## src/rtl/formula_pipe_pkg.sv

```systemverilog
// Shared defaults for the formula-pipe result buffer: data width and slot count.
package formula_pipe_pkg;

  localparam int DEF_W     = 32;
  localparam int DEF_DEPTH = 8;

endpackage

```

## src/rtl/formula_pipe_out_buffer_if.sv

```systemverilog
// Bundle of the issue, result and output handshakes around the result buffer.
interface formula_pipe_out_buffer_if
  import formula_pipe_pkg::*;
#(
  parameter int W     = DEF_W,
  parameter int DEPTH = DEF_DEPTH
);
  localparam int LW = $clog2(DEPTH + 1);

  logic          up_vld;
  logic          up_rdy;
  logic          pipe_arg_vld;
  logic          res_vld;
  logic [W-1:0]  res;
  logic          out_vld;
  logic          out_rdy;
  logic [W-1:0]  out_data;
  logic [LW-1:0] level;
  logic          err_ovf;
  logic          err_orphan;

  modport master (
    input  up_vld, res_vld, res, out_rdy,
    output up_rdy, pipe_arg_vld, out_vld, out_data, level, err_ovf, err_orphan
  );

  modport slave (
    output up_vld, res_vld, res, out_rdy,
    input  up_rdy, pipe_arg_vld, out_vld, out_data, level, err_ovf, err_orphan
  );

endinterface

```

## src/rtl/formula_fifo.sv

```systemverilog
// Result storage: circular buffer with occupancy count and a registered head entry.
module formula_fifo
  import formula_pipe_pkg::*;
#(
  parameter int W     = DEF_W,
  parameter int DEPTH = DEF_DEPTH
) (
  input  logic                         clk,
  input  logic                         rst,
  input  logic                         push,
  input  logic [W-1:0]                 wdata,
  input  logic                         pop,
  output logic [W-1:0]                 head,
  output logic [$clog2(DEPTH+1)-1:0]   level
);
  localparam int LW = $clog2(DEPTH + 1);
  localparam int PW = $clog2(DEPTH);

  logic [W-1:0]  mem [DEPTH];
  logic [PW-1:0] rd_ptr;
  logic [PW-1:0] wr_ptr;
  logic [PW-1:0] rd_ptr_nxt;
  logic [W-1:0]  head_nxt;
  logic [LW-1:0] level_nxt;

  // DEPTH is a power of two, so pointer increments wrap on their own
  assign rd_ptr_nxt = rd_ptr + PW'(1);

  always_comb begin
    level_nxt = level;
    head_nxt  = head;
    if (push && !pop)
      level_nxt = level + LW'(1);
    else if (pop && !push)
      level_nxt = level - LW'(1);
    // the head register must already hold the next entry when the pointer moves
    if (pop)
      head_nxt = (level == LW'(1)) ? wdata : mem[rd_ptr_nxt];
    else if (push && level == '0)
      head_nxt = wdata;
  end

  always_ff @(posedge clk or negedge rst) begin
    if (!rst) begin
      rd_ptr <= '0;
      wr_ptr <= '0;
      level  <= '0;
      head   <= '0;
    end else begin
      if (push) wr_ptr <= wr_ptr + PW'(1);
      if (pop)  rd_ptr <= rd_ptr_nxt;
      level <= level_nxt;
      head  <= head_nxt;
    end
  end

  always_ff @(posedge clk) begin
    if (push) mem[wr_ptr] <= wdata;
  end

endmodule

```

## src/rtl/formula_pipe_out_buffer.sv

```systemverilog
// Credit-gated issue into a formula pipe with an in-order result buffer and
// sticky overflow / orphan-result error flags.
module formula_pipe_out_buffer
  import formula_pipe_pkg::*;
#(
  parameter int W     = DEF_W,
  parameter int DEPTH = DEF_DEPTH
) (
  input logic                      clk,
  input logic                      rst,
  formula_pipe_out_buffer_if.master bus
);
  localparam int LW = $clog2(DEPTH + 1);
  localparam logic [LW:0] SLOTS = (LW + 1)'(DEPTH);

  logic [LW-1:0] level;
  logic [LW-1:0] in_flight;
  logic [LW:0]   committed;
  logic [W-1:0]  head;
  logic          issue;
  logic          push;
  logic          pop;
  logic          full;
  logic          out_vld;
  logic          err_ovf;
  logic          err_orphan;

  // every issued argument owns a slot until its result is popped
  assign committed = {1'b0, level} + {1'b0, in_flight};
  assign bus.up_rdy = rst && (committed < SLOTS);
  assign issue = bus.up_vld && bus.up_rdy;
  assign bus.pipe_arg_vld = issue;

  assign full    = (level == LW'(DEPTH));
  assign out_vld = (level != '0);
  assign pop     = out_vld && bus.out_rdy;
  assign push    = bus.res_vld && (!full || pop);

  always_ff @(posedge clk or negedge rst) begin
    if (!rst) begin
      in_flight  <= '0;
      err_ovf    <= 1'b0;
      err_orphan <= 1'b0;
    end else begin
      if (issue && !bus.res_vld)
        in_flight <= in_flight + LW'(1);
      else if (!issue && bus.res_vld && in_flight != '0)
        in_flight <= in_flight - LW'(1);
      if (bus.res_vld && full && !pop)
        err_ovf <= 1'b1;
      if (bus.res_vld && in_flight == '0)
        err_orphan <= 1'b1;
    end
  end

  formula_fifo #(
    .W     (W),
    .DEPTH (DEPTH)
  ) u_fifo (
    .clk   (clk),
    .rst   (rst),
    .push  (push),
    .wdata (bus.res),
    .pop   (pop),
    .head  (head),
    .level (level)
  );

  assign bus.out_vld    = out_vld;
  assign bus.out_data   = head;
  assign bus.level      = level;
  assign bus.err_ovf    = err_ovf;
  assign bus.err_orphan = err_orphan;

endmodule

```

## src/flat_wrapper.sv

```systemverilog
// flat-port wrapper written by rule: the top's interface ports become plain ports
module formula_pipe_out_buffer_flat import formula_pipe_pkg::*;
#(
  parameter int W     = DEF_W,
  parameter int DEPTH = DEF_DEPTH
)
  (clk, rst, bus_up_vld, bus_res_vld, bus_res, bus_out_rdy, bus_up_rdy, bus_pipe_arg_vld, bus_out_vld, bus_out_data, bus_level, bus_err_ovf, bus_err_orphan);
  formula_pipe_out_buffer_if #(.W(W), .DEPTH(DEPTH)) bus_i ();
  input logic clk;
  input logic rst;
  input wire logic [$bits(bus_i.up_vld)-1:0] bus_up_vld;
  input wire logic [$bits(bus_i.res_vld)-1:0] bus_res_vld;
  input wire logic [$bits(bus_i.res)-1:0] bus_res;
  input wire logic [$bits(bus_i.out_rdy)-1:0] bus_out_rdy;
  output wire logic [$bits(bus_i.up_rdy)-1:0] bus_up_rdy;
  output wire logic [$bits(bus_i.pipe_arg_vld)-1:0] bus_pipe_arg_vld;
  output wire logic [$bits(bus_i.out_vld)-1:0] bus_out_vld;
  output wire logic [$bits(bus_i.out_data)-1:0] bus_out_data;
  output wire logic [$bits(bus_i.level)-1:0] bus_level;
  output wire logic [$bits(bus_i.err_ovf)-1:0] bus_err_ovf;
  output wire logic [$bits(bus_i.err_orphan)-1:0] bus_err_orphan;
  assign bus_i.up_vld = bus_up_vld;
  assign bus_i.res_vld = bus_res_vld;
  assign bus_i.res = bus_res;
  assign bus_i.out_rdy = bus_out_rdy;
  assign bus_up_rdy = bus_i.up_rdy;
  assign bus_pipe_arg_vld = bus_i.pipe_arg_vld;
  assign bus_out_vld = bus_i.out_vld;
  assign bus_out_data = bus_i.out_data;
  assign bus_level = bus_i.level;
  assign bus_err_ovf = bus_i.err_ovf;
  assign bus_err_orphan = bus_i.err_orphan;
  formula_pipe_out_buffer #(.W(W), .DEPTH(DEPTH)) u_core (.clk(clk), .rst(rst), .bus(bus_i));
endmodule
```

## config.mk

```make
export PLATFORM = sky130hd
export DESIGN_NAME = formula_pipe_out_buffer_flat
export DESIGN_NICKNAME = d
export VERILOG_FILES = /design/src/rtl/formula_pipe_pkg.sv /design/src/rtl/formula_pipe_out_buffer_if.sv /design/src/rtl/formula_fifo.sv /design/src/rtl/formula_pipe_out_buffer.sv /design/src/flat_wrapper.sv
export SDC_FILE = /design/constraint.sdc
export NUM_CORES = 1
export LEC_CHECK = 0
export BUFFER_PORTS_ARGS = -buffer_cell sky130_fd_sc_hd__buf_4
export CAP_MARGIN = 30
export CORE_MARGIN = 3
export CORE_UTILIZATION = 54
export CTS_CLUSTER_DIAMETER = 120
export DETAILED_ROUTE_END_ITERATION = 7
export PLACE_DENSITY = 0.74
export SETUP_SLACK_MARGIN = 0.4
export SLEW_MARGIN = 20
export SYNTH_ARGS = -nofsm -noshare
export SYNTH_HDL_FRONTEND = slang
export SYNTH_SLANG_ARGS = --single-unit
```

## constraint.sdc

```tcl
create_clock -name clk -period 4.05 [get_ports clk]
set_clock_uncertainty 0.2 [all_clocks]
set_input_delay 0.405 -clock clk [delete_from_list [all_inputs] [get_ports clk]]
set_output_delay 0.405 -clock clk [all_outputs]
set_load 0.005 [all_outputs]
```

==> summary.md <==
| Metric | Value |
|---|---|
| Final setup fails | `0` |
| Final #Nets | `805` |
| Post-Syn Area per Cell | `18.9 um^2` |
| Leak | `0.00497 uW` |
| RSZ-0062 raised after global routing | `false` |
| Distinct cells, synth | `41` |
| Final Hold Viols | `0` |
| Number of iterations in the first detailed-routing pass | `5` |
| Cts bufs inserted | `30` |
| Vias in the first global route | `6782` |
| Hold/Removal Path Class | `primary input to flip-flop` |
| VDD IR-drop max | `475 uV` |
| Area growth from synthesis to layout | `20.3%` |
| Largest net degree at the start of global routing | `49` |
| Congestion Overflow GR | `0` |
| HPWL after detailed placement | `13900 um` |
| Design area | `14300 um^2` |
| Post_cts resized | `0` |
| Design Power | `10900 uW` |
| Multi-input gate area | `2890 um^2` |
| Clock Path Buffers | `3` |
| # fillers | `1367` |
| CORE AREA | `21300 um^2` |
| Detailed-route DRC error count | `0` |
| Status | `completed` |
| Worst EP required | `4.27 ns` |
| Slew HR | `42.6%` |
| Via density | `6.03` |
| Drt initial violations | `475` |
| # H-tree levels | `1` |
| ANT cells | `0` |
| CTS tree | `done` |
| Worst-path fanout max | `7` |
| Fmax | `295 MHz` |
| Io pins | `78` |
| Clk Latency, worst-skew pair | `0.54 ns` |
| Root Driver | `clkbuf_16` |
| Port Buffers | `77` |
| Layout cell share with drive strength beyond 1 | `29.2%` |
| Placed Instance Area | `12900 um^2` |
| Final min period | `3.40 ns` |
| Register area | `8890 um^2` |
| Total Wirelength | `24600 um` |
| Slew @ Worst Pin | `0.861 ns` |
| Initial antenna violation count | `0` |
| First-pass GRT wire length | `39100 um` |
| Syn nets | `676` |
| Die Area | `23800 um^2` |
| Mapped Area | `11800 um^2` |
| Die X | `154 um` |
| DR vias | `6365` |
| Initial core utilization | `55.7%` |
| Sequential-to-total area share from yosys stat | `75.0%` |
| Slew Viols, Final | `0` |
| Pwr per Cell Area | `763 nW/um^2` |
| Seq cells post-synth | `304` |
| Post-route ant nets | `0` |
| FP Rows | `53` |
| DR WL/cell | `23.3 um` |
| CTS sink count | `304` |
| Data arrival, critical path | `3.62 ns` |
| Clock-pin slew on the worst setup and hold paths | `0.06 ns` |
| GRT Total Usage | `21.2%` |
| Worst Path Class, Setup | `flip-flop to flip-flop` |
| Max-Cap Viols | `0` |
| Yosys warnings | `0` |
| Setup crit start kind | `flip-flop` |
| Critical path capture point type | `flip-flop` |
| Vert. Die Dim | `154 um` |
| Synthesized instance count | `627` |
| GPL Wtd Cong | `0.726` |
| Total negative slack | `0 ns` |
| Tcrit/Tclk final | `83.8%` |
==> sequential cells by signal (all words and copies together), names as in the netlist <==
signal                 cells
u_core.bus.err_orphan      1
u_core.bus.err_ovf         1
u_core.in_flight           4
u_core.u_fifo.head        32
u_core.u_fifo.level        4
u_core.u_fifo.mem        256
u_core.u_fifo.rd_ptr       3
u_core.u_fifo.wr_ptr       3
==> stage by stage <==
step	util [%]	setup WS (ns)	hold slack [ns]	cells
after floorplan	-	0.669	-0.0906	627
after global placement	60.6	0.795	0.248	962
after detailed placement	60.7	0.696	0.248	963
after CTS	66.9	0.670	0.180	1054
after global routing	67.0	0.496	0.214	1055
final	67.0	0.655	0.200	1055
==> where the power goes <==
group / internal (uW) / switching [uW] / total [uW]
sequential: 4060 / 398 / 4460
clock: 1530 / 1130 / 2660
combinational: 1800 / 1950 / 3760
total: 7390 / 3480 / 10900
==> layout by cell type (no fill, tap or decap), drive strengths merged, types with 2 or more instances in the layout <==
master	Yosys	final
nor3	2	2
xnor2	6	6
clkinvlp	0	3
a21oi	4	4
o21ai	17	17
nor2	8	8
nand2b	3	3
edfxtp	256	256
clkinv	0	14
mux4	64	64
ha	11	11
nand3	2	2
nor2b	2	2
mux2i	7	7
dfrtp	48	48
mux2	4	4
dlygate4sd3	0	35
a31oi	24	24
a21o	2	2
xor2	7	7
inv	3	4
clkbuf	21	37
buf	11	94
o22ai	24	24
nand2	78	78
and3	8	8
==> cell type report <==
type,count,share of cell area [%]
Sequential cell,304,62.4
Tap cell,275,2.41
Inverter,3,0.0790
Multi-Input combinational cell,288,20.3
Clock inverter,19,0.895
Clock buffer,37,5.88
Timing Repair Buffer,129,8.08
==> cells in the mapped netlist <==
cell type / count / area share [%]
clkbuf_1: 21 / 0.67
xor2_1: 7 / 0.52
nor4bb_1: 1 / 0.084
edfxtp_1: 256 / 65
ha_1: 11 / 1.2
or2b_2: 1 / 0.074
nand2_1: 78 / 2.5
a31oi_1: 24 / 1.3
and3b_1: 1 / 0.074
a21o_1: 2 / 0.13
dfrtp_1: 48 / 10
o31a_1: 1 / 0.074
nand3b_1: 1 / 0.063
or4_1: 1 / 0.063
inv_1: 3 / 0.095
nor2_1: 8 / 0.25
mux4_2: 64 / 12
nor2b_1: 2 / 0.11
buf_4: 4 / 0.25
o41ai_1: 1 / 0.074
fa_1: 1 / 0.17
nand3_1: 2 / 0.084
or4b_4: 1 / 0.12
mux2_2: 3 / 0.29
a21oi_1: 4 / 0.17
buf_2: 6 / 0.25
mux2_1: 1 / 0.095
a211o_1: 1 / 0.074
a211oi_4: 1 / 0.17
nor3_1: 2 / 0.084
buf_1: 1 / 0.032
nor4_1: 1 / 0.053
a31o_2: 1 / 0.074
mux2i_1: 7 / 0.59
nand4_1: 1 / 0.053
or3b_1: 1 / 0.074
and3_1: 8 / 0.42
nand2b_1: 3 / 0.16
o22ai_1: 24 / 1.3
xnor2_1: 6 / 0.44
o21ai_0: 17 / 0.72
==> metal layers <==
| metal | GRT usage [%] | part of all wire [%] |
|---|---|---|
| met5 | 0 | 0 |
| met3 | 3.49 | 6.6 |
| met2 | 35.5 | 51 |
| met4 | 5.72 | 1.9 |
| met1 | 29.6 | 41 |
==> logic make-up after synthesis <==
kind of cell / Yosys count / synth area share [%]
flops: 304 / 75.0
simple gates: 112 / 4.24
mux: 75 / 13.1
compound gates: 76 / 4.01
buf+inv: 35 / 1.30
xor+xnor: 13 / 0.961
fa+ha+maj: 12 / 1.33
==> final timing paths <==
kind                            slack, ns                      end                    from  cells after the start
worst max-delay path                 0.65      u_core.in_flight[3]  u_core.u_fifo.level[3]                      9
worst min-delay path                 0.20      u_core.in_flight[1]              bus_up_vld                      5
worst max register to register       0.65      u_core.in_flight[3]  u_core.u_fifo.level[3]                      9
worst min register to register       0.26       u_core.bus.err_ovf      u_core.bus.err_ovf                      1
max in group asynchronous            2.71  u_core.u_fifo.rd_ptr[0]                     rst                      3
min in group asynchronous            0.38   u_core.u_fifo.head[21]                     rst                      3
==> critical path, cell delays in order (launching register included) <==
cell,delay [ns]
dfrtp_1,0.47
ha_1,0.33
or4b_4,0.56
a211oi_4,0.39
or2b_2,0.38
ha_1,0.33
a21oi_1,0.19
and3b_1,0.17
mux2i_1,0.09
xnor2_1,0.15
==> timing repair <==
action	in CTS	in global routing
hold buffers	35	0
setup buffers	0	0
hold endpoints to repair	323	0
Power figures use the tool's default switching activity.
